File: src/rtl/fetch_pkg.sv
// Shared definitions for the instruction-fetch sequencer: state encoding,
// default widths and the opcode field position.
package fetch_pkg;

  localparam int ADDR_W_DEF  = 8;
  localparam int INSTR_W_DEF = 16;
  localparam int OPC_HI      = 15;
  localparam int OPC_LO      = 12;
  localparam logic [OPC_HI-OPC_LO:0] HALT_OPCODE_DEF = 4'hF;

  typedef enum logic [2:0] {
    IDLE    = 3'd0,
    ISSUE   = 3'd1,
    CAPTURE = 3'd2,
    VALID   = 3'd3,
    HALTED  = 3'd4
  } fetch_state_t;

endpackage

File: src/rtl/iram_fetch_ctrl.sv
// Instruction-fetch sequencer: owns the PC, absorbs the one-cycle IRAM read
// latency and hands instructions to the control unit over valid/ready.
module iram_fetch_ctrl
  import fetch_pkg::*;
#(
  parameter int                          ADDR_W      = ADDR_W_DEF,
  parameter int                          INSTR_W     = INSTR_W_DEF,
  parameter logic [OPC_HI-OPC_LO:0]      HALT_OPCODE = HALT_OPCODE_DEF,
  parameter logic [ADDR_W-1:0]           RESET_PC    = '0
) (
  input  logic               clock,
  input  logic               reset,
  input  logic               start,
  output logic [ADDR_W-1:0]  iram_addr,
  input  logic [INSTR_W-1:0] iram_q,
  output logic [INSTR_W-1:0] instr,
  output logic [ADDR_W-1:0]  instr_pc,
  output logic               instr_valid,
  input  logic               instr_ready,
  input  logic               redirect,
  input  logic [ADDR_W-1:0]  redirect_addr,
  output logic               busy,
  output logic               halted,
  output logic [15:0]        retired_cnt
);

  fetch_state_t      state;
  logic [ADDR_W-1:0] pc;

  function automatic logic [15:0] sat_inc(input logic [15:0] v);
    return (v == 16'hFFFF) ? v : v + 16'd1;
  endfunction

  assign iram_addr = pc;

  always_ff @(posedge clock) begin
    if (reset) begin
      state       <= IDLE;
      pc          <= RESET_PC;
      instr       <= '0;
      instr_pc    <= '0;
      instr_valid <= 1'b0;
      halted      <= 1'b0;
      busy        <= 1'b0;
      retired_cnt <= '0;
    end else begin
      case (state)
        IDLE: begin
          if (start) begin
            state <= ISSUE;
            busy  <= 1'b1;
          end
        end
        ISSUE: begin
          // The IRAM samples pc at this edge; a redirect simply re-issues.
          if (redirect) begin
            pc    <= redirect_addr;
            state <= ISSUE;
          end else begin
            state <= CAPTURE;
          end
        end
        CAPTURE: begin
          if (redirect) begin
            pc    <= redirect_addr;
            state <= ISSUE;
          end else begin
            instr       <= iram_q;
            instr_pc    <= pc;
            instr_valid <= 1'b1;
            state       <= VALID;
          end
        end
        VALID: begin
          // Redirect wins over acceptance: the held instruction is dropped.
          if (redirect) begin
            pc          <= redirect_addr;
            instr_valid <= 1'b0;
            state       <= ISSUE;
          end else if (instr_ready) begin
            instr_valid <= 1'b0;
            retired_cnt <= sat_inc(retired_cnt);
            if (instr[OPC_HI:OPC_LO] == HALT_OPCODE) begin
              halted <= 1'b1;
              busy   <= 1'b0;
              state  <= HALTED;
            end else begin
              pc    <= pc + ADDR_W'(1);
              state <= ISSUE;
            end
          end
        end
        HALTED: begin
          if (start) begin
            pc     <= RESET_PC;
            halted <= 1'b0;
            busy   <= 1'b1;
            state  <= ISSUE;
          end
        end
        default: begin
          state <= IDLE;
          busy  <= 1'b0;
        end
      endcase
    end
  end

endmodule
File: config.mk
export PLATFORM = sky130hd
export DESIGN_NAME = iram_fetch_ctrl
export DESIGN_NICKNAME = d
export VERILOG_FILES = /design/src/rtl/fetch_pkg.sv /design/src/rtl/iram_fetch_ctrl.sv
export SDC_FILE = /design/constraint.sdc
export NUM_CORES = 1
export LEC_CHECK = 0
export ABC_AREA = 0
export CAP_MARGIN = 20
export CORE_ASPECT_RATIO = 2
export CORE_MARGIN = 2
export CORE_UTILIZATION = 57
export DETAILED_ROUTE_END_ITERATION = 10
export DONT_BUFFER_PORTS = 1
export PLACE_DENSITY = 0.72
export REMOVE_ABC_BUFFERS = 1
export SLEW_MARGIN = 5
export SYNTH_ARGS = -nofsm -noshare
export SYNTH_HDL_FRONTEND = slang
export SYNTH_SLANG_ARGS = --single-unit
File: constraint.sdc
create_clock -name clock -period 3.5 [get_ports clock]
set_input_delay 0.175 -clock clock [delete_from_list [all_inputs] [get_ports clock]]
set_output_delay 0.175 -clock clock [all_outputs]
set_load 0.01 [all_outputs]
==> summary.txt, run 1 <==
Synth
  – Post-synth cell types: 50
  – Top_reg_cell synth: dfxtp_1
  – Synth top area share: approximately 42%
  – #FFs+latches synth: 54
  – Synthesized area: 2570 um2
  – Ys async rst share: 0%
  – Syn Area/Cell: 8.18 um2
  – Yosys top cell by area: dfxtp_1
  – Sequential share of the synthesized area: between 40% and 50%
  – Post-synth EDFFs: 0
  – Ys Warns: 0
  – Cells after Synth: 314
  – Ranking of synthesized cells by area: dfxtp_1, a21oi_1, nand2_1

Critical path
  – Worst r2r dst: retired_cnt[9]$_SDFFE_PP0P_
  – Flop2flop setup slack: around 1.4 ns
  – Worst endpoint required time: around 3.8 ns
  – Crit-path max FO: 18
  – R2r startpoint: state[1]$_SDFFE_PP0P_
  – Crit path launch type: flip-flop
  – Setup crit end kind: flip-flop
  – Worst Path Arrival: between 2 and 2.5 ns
  – CP startpoint: state[1]$_SDFFE_PP0P_
  – Reg2Reg Depth: 4
  – Critical path class: flip-flop to flip-flop
  – Worst setup path end: retired_cnt[9]$_SDFFE_PP0P_

STA
  – Slew @ Worst Pin: slightly below 0.8 ns
  – Clock Skews: roughly 0.0073 ns
  – RSZ-0062 raised after global routing: false
  – Final Hold Viols: 0
  – Min Hold Slack: between 0.01 and 0.015 ns
  – Final Cycle Share: 61.0%
  – Post-layout min period: between 2 and 2.5 ns
  – Fmax: around 0.47 GHz
  – Pins Over Slew Limit: 0
  – Setup-failing EPs final: 0
  – Sum Neg Setup Slack: 0 ns
  – Rel. slew slack: a little under half

Drt
  – Detail Route Antenna Nets: 0
  – Routed len/inst: 17.3 um
  – Post-route DRC: 0
  – Total wire length: approximately 6500 um
  – Vias per cell: around 6.3
  – TritonRoute pass-1 iters: 4
  – DR iter-0 viols: 52
  – Vias: between 2000 and 2500

Global route
  – Remaining Overflow, GRT: 0
  – Overall Global Routing Usage: a little over a quarter
  – Met1 Use GR: 27.5%
  – Top Usage Layer GRT: met2
  – Met2 usage: 51.5%
  – Met3 Usage GRT: a little under 7%
  – First-pass GRT wire length: ~11000 um
  – Initial antenna violation count: 0
  – Vias in the first global route: between 2000 and 2500
  – Largest net degree at the start of global routing: 51

Min path
  – Worst hold path class: input pin to flip-flop

Pwr
  – Power Density: ~430 nW/um2
  – Peak supply drop: around 0.0003 V
  – Leak pwr: roughly 0.94 nW

Floorplan
  – Chip height: just under 100 um
  – Core area: 4340 um2
  – Die area: about 5000 um2
  – IO Pins: 80
  – Row cnt: 34
  – Starting Density: between 50% and 60%
  – Die X-Extent: about 50 um

Clocking
  – Clock sink count: 54
  – Clock Tree Buf Depth: 2
  – Worst-Skew Late Latency: slightly above 0.3 ns
  – CTS Buf Count: 5
  – PostCTS Resize Cnt: 0
  – # H-tree levels: 2
  – Root buffer cell: clkbuf_8
  – TritonCTS clock tree: done
  – CTS clk-pin slew, worst paths: ~0.09 ns

Placement
  – DP Cell Count: about 350
  – Routability congestion estimate: approximately 0.83
  – Port Buffer Count: 0
  – Post-DP HPWL: between 4000 and 5000 um

Final layout
  – Util after Layout: 66.8%
  – Diodes inserted: 0
  – Area delta synth->final: 12.8%
  – Post-route insts no fill: between 300 and 400
  – Final nets: roughly 350
  – Share of post-route cells with drive strength above 1: under 10%

Run
  – Max Cap Viol: 0

Outcome
  – Outcome: completed
## synthesized netlist by cell type, types with 7 or more instances
cell and count:
nand4_1 7, o31ai_1 14, or4_1 14, nand2_1 59, o21ai_0 7, a21oi_1 54
dfxtp_1 54, clkbuf_1 14, nand3_1 10
## power by group
| group | internal, mW | switching, mW | leakage (nW) |
|---|---|---|---|
| Combinational | 0.0392 | 0.0402 | 0.433 |
| Clock | 0.305 | 0.200 | 0.0714 |
| Sequential | 0.627 | 0.0283 | 0.437 |
| Total | 0.971 | 0.268 | 0.941 |
## sequential cells by signal, indices dropped and copies added, names as in the netlist
signal	count
halted	1
state	3
iram_addr	8
instr_pc	8
retired_cnt	16
instr	16
busy	1
instr_valid	1
## layout by cell type (no fill, tap or decap), types with 2 or more instances in the layout
| cell type | instances |
|---|---|
| and3_1 | 3 |
| nand2_1 | 59 |
| inv_1 | 5 |
| dfxtp_1 | 54 |
| clkbuf_8 | 6 |
| a31oi_1 | 2 |
| nand4_1 | 7 |
| or4_1 | 14 |
| or3b_2 | 2 |
| a211o_1 | 2 |
| a21oi_1 | 54 |
| o31ai_1 | 14 |
| dlygate4sd3_1 | 17 |
| nand3b_1 | 2 |
| o211ai_1 | 2 |
| o21ai_0 | 7 |
| a211oi_1 | 4 |
| and3b_1 | 2 |
| nand3_1 | 10 |
| ha_1 | 2 |
| nor3_1 | 4 |
| a22oi_1 | 2 |
| bufinv_16 | 2 |
| o32ai_1 | 3 |
| nand4bb_1 | 2 |
| nor2_1 | 5 |
| and4_1 | 5 |
| or3_1 | 3 |
| nand2b_1 | 5 |
## routing by layer
layer,share of wire (%),vias to the layer above
li1,-,1180
met1,36,1123
met2,57,71
met3,5.4,7
met4,1.4,0
met5,0,-
## area by class of cell
| class | instances | area, um2 |
|---|---|---|
| sequential | 54 | 1080 |
| clock inverter | 2 | 60.1 |
| fill | 398 | 1440 |
| inverter | 5 | 18.8 |
| multi-input combinational | 235 | 1380 |
| timing repair buffer | 20 | 203 |
| clock buffer | 6 | 82.6 |
| tap | 54 | 67.6 |
## repair_timing
action / CTS / global route
hold buffers: 18 / 0
buffers inserted: 0 / 0
hold endpoints to repair: 51 / 0
## worst max-delay path, cell delays in order (launching register included)
cell and delay [ns]:
dfxtp_1 0.65, and4bb_1 0.52, nand4_2 0.29, or4_1 0.47, a21oi_1 0.15
## metrics by stage
step | instance area, um2 | power, mW | setup slack, ns
2_1_floorplan | 2480 | 0.705 | 1.23
3_3_place_gp | 2560 | 0.720 | 1.33
3_5_place_dp | 2560 | 0.722 | 1.27
4_1_cts | 2890 | 1.25 | 1.24
5_1_grt | 2900 | 1.29 | 1.21
6_report | 2900 | 1.24 | 1.36
## worst min path at each step
stage	depth (start not counted)	start	endpoint
floorplan	1	reset	busy$_SDFFE_PP0P_
global placement	1	reset	retired_cnt[9]$_SDFFE_PP0P_
detailed placement	1	reset	retired_cnt[9]$_SDFFE_PP0P_
CTS	2	reset	state[1]$_SDFFE_PP0P_
global route	2	reset	state[1]$_SDFFE_PP0P_
finish	2	reset	state[1]$_SDFFE_PP0P_
## cell families (layout without fill, tap and decap cells)
group	count (synthesis)	in the layout	synth area share (%)
xor gates and xnor gates	1	1	0.341
and+or+nand+nor	134	134	28.9
adders and majority gates	2	2	0.974
buffers and inverters	25	33	4.24
AOI/OAI and AO/OA	98	98	23.4
DFF	54	54	42.1
Note: power is estimated with default switching activity, not from simulation.
==> run 2: changes to the inputs <==
clock period = 2.2 ns   (was 3.5 ns; I/O delays follow)
==> run 2 against run 1 <==
  * Final area up 1.3%
  * Clock-buffer cell count up 1
  * Non-clock buffer count up 9
  * Sequential share of layout area down 0.48 points
  * Worst setup slack worse by 0.93 ns
  * Total power up 44%
  * Via count up 2.6%
  * Critical endpoint is now retired_cnt[14]$_SDFFE_PP0P_
==> summary.txt, run 2 (synthesis gave the netlist of run 1 again) <==
Critical path
  – Critical path depth: 5 (+1)
  – Critical path's top delay family: simple AND/OR/NAND/NOR gates
  – CP max stage delay: 0.46 ns (-0.19 ns)
  – Critical Path, Cell by Cell: ha_1 > and3_1 > o211ai_1 > or4_1 > a21oi_1
  – Critical path class: flip-flop to flip-flop
  – Reg2Reg Depth: 5 (+1)
  – Worst Path Buf+Inv: 0 (unchanged)
  – Crit path launch type: flip-flop
  – Worst Path Arrival: 2.01 ns (-0.38 ns)
  – Setup crit end kind: flip-flop
  – Crit path max-delay cell type: dfxtp_1
  – Crit-path max FO: 8 (-10)
  – Worst endpoint required time: 2.45 ns (-1.30 ns)

STA
  – Setup-failing EPs final: 0 (unchanged)
  – Final Cycle Share: 80.3% (+19 points)
  – Post-layout min period: 1.77 ns (-0.368 ns)
  – Min Hold Slack: 0.0172 ns (+0.00330 ns)
  – Sum Neg Setup Slack: 0 ns (unchanged)
  – Rel. slew slack: 48.0% (+0.73 points)
  – RSZ-0062 raised after global routing: false
  – Slew @ Worst Pin: 0.780 ns (-0.00498 ns)
  – Fmax: 0.566 GHz (+21%)
  – Clock Skews: 0.00610 ns (-0.00120 ns)
  – Pins Over Slew Limit: 0 (unchanged)
  – Final Hold Viols: 0 (unchanged)

Clocking
  – CTS clk-pin slew, worst paths: 0.09 ns (about the same)
  – Clock sink count: 54 (unchanged)
  – Clock Tree Buf Depth: 2 (unchanged)
  – # H-tree levels: 2 (unchanged)
  – Worst-Skew Late Latency: 0.31 ns (about the same)
  – Root buffer cell: clkbuf_8
  – Hold_buf cts: 20 (+2)
  – TritonCTS clock tree: done
  – Post-CTS setup buffers: 0 (unchanged)
  – PostCTS Resize Cnt: 0 (unchanged)
  – CTS Buf Count: 5 (unchanged)

Floorplan
  – IO Pins: 80 (unchanged)
  – Die area: 5090 um2 (unchanged)
  – Die X-Extent: 51.5 um (unchanged)
  – Starting Density: 59.2% (unchanged)
  – Core area: 4340 um2 (unchanged)
  – Chip height: 98.9 um (unchanged)
  – Row cnt: 34 (unchanged)

Placement
  – DP Area: 2620 um2 (+2.3%)
  – DP Cell Count: 357 (+2.3%)
  – Post-DP HPWL: 4440 um (+1.9%)
  – Routability congestion estimate: 0.795 (-3.8%)
  – Port Buffer Count: 0 (unchanged)

Global route
  – Initial antenna violation count: 0 (unchanged)
  – Largest net degree at the start of global routing: 52 (+2.0%)
  – First-pass GRT wire length: 10500 um (-3.7%)
  – Vias in the first global route: 2254 (-6.4%)
  – Remaining Overflow, GRT: 0 (unchanged)
  – Overall Global Routing Usage: 26.8% (-0.48 points)

Pwr
  – Switch share: 23.8% (+2.2 points)
  – Total internal power: 1.36 mW (+40%)
  – Switching pwr: 424 uW (+58%)
  – Combinational fraction of design power: 8.4% (+2.0 points)
  – Peak supply drop: 0.000407 V (+36%)
  – Leak pwr: 0.970 nW (+3.1%)
  – Power Density: 607 nW/um2 (+42%)
  – Clock power share: 33.7% (-7.0 points)
  – Reg power frac: 57.9% (+5.0 points)

Drt
  – Routed len/inst: 17.1 um (-1.2%)
  – Vias: 2443 (+2.6%)
  – Total wire length: 6580 um (+1.2%)
  – Detail Route Antenna Nets: 0 (unchanged)
  – DR iter-0 viols: 51 (-1.9%)
  – TritonRoute pass-1 iters: 4 (unchanged)
  – Vias per cell: 6.35 (+0.21%)
  – Post-route DRC: 0 (unchanged)

Final layout
  – Fillers: 387 (-2.8%)
  – Fin area: 2930 um2 (+1.3%)
  – Top Registers: instr (16), retired_cnt (16)
  – Post-route insts no fill: 385 (+2.4%)
  – Commonest non-fill, non-tap cell in the layout: nand2_1
  – Diodes inserted: 0 (unchanged)
  – Final nets: 361 (+2.6%)
  – Share of post-route cells with drive strength above 1: 7.85% (+2.0 points)
  – Most frequent cells in the layout: nand2_1, a21oi_1, dfxtp_1
  – Area delta synth->final: 14.2%

Run
  – Max Cap Viol: 0 (unchanged)

Min path
  – Worst hold path depth: 2 (unchanged)
  – Worst hold path class: input pin to flip-flop

Outcome
  – Outcome: completed
-- run 2: per-layer routing --
metal	global-route usage, %	vias to the layer above	part of all wire (%)
met3	6.36	13	6.8
met1	27.9	1131	36
met4	13.8	0	3.3
met5	0	-	0
met2	47.8	99	54
li1	-	1200	-
-- run 2: worst paths after layout --
| kind | startpoint | end | slack, ns |
|---|---|---|---|
| hold reg to reg | state[1]$_SDFFE_PP0P_ | state[1]$_SDFFE_PP0P_ | 0.47 |
| setup / recovery | retired_cnt[0]$_SDFFE_PP0P_ | retired_cnt[14]$_SDFFE_PP0P_ | 0.43 |
| hold / removal | instr_ready | instr_valid$_SDFFE_PP0P_ | 0.02 |
| setup reg to reg | retired_cnt[0]$_SDFFE_PP0P_ | retired_cnt[14]$_SDFFE_PP0P_ | 0.43 |
-- run 2: through the flow --
stage | power (mW) | worst slack [ns] | utilization, %
after floorplan | 1.12 | -0.0664 | -
after global placement | 1.15 | 0.484 | 60.4
after detailed placement | 1.16 | 0.442 | 60.4
after CTS | 1.81 | 0.429 | 67.6
after global routing | 1.86 | 0.246 | 67.6
final | 1.78 | 0.433 | 67.6
-- run 2: cell type report --
cell class	instances	area, um2	area share, %
multi-input cells	235	1380	47.2
flip-flops and latches	54	1080	36.8
repair buffers	29	278	9.47
clock buffers	7	96.3	3.28
well taps	54	67.6	2.30
inverters	5	18.8	0.640
clock inverters	1	8.76	0.299
-- run 2: power groups by stage --
| stage | registers [mW] | clock network, mW | logic (mW) |
|---|---|---|---|
| floorplan | 1.05 | 0 | 0.0680 |
| global placement | 1.05 | 0 | 0.101 |
| detailed placement | 1.05 | 0 | 0.103 |
| CTS | 1.03 | 0.628 | 0.148 |
| global route | 1.04 | 0.659 | 0.165 |
| finish | 1.03 | 0.601 | 0.150 |
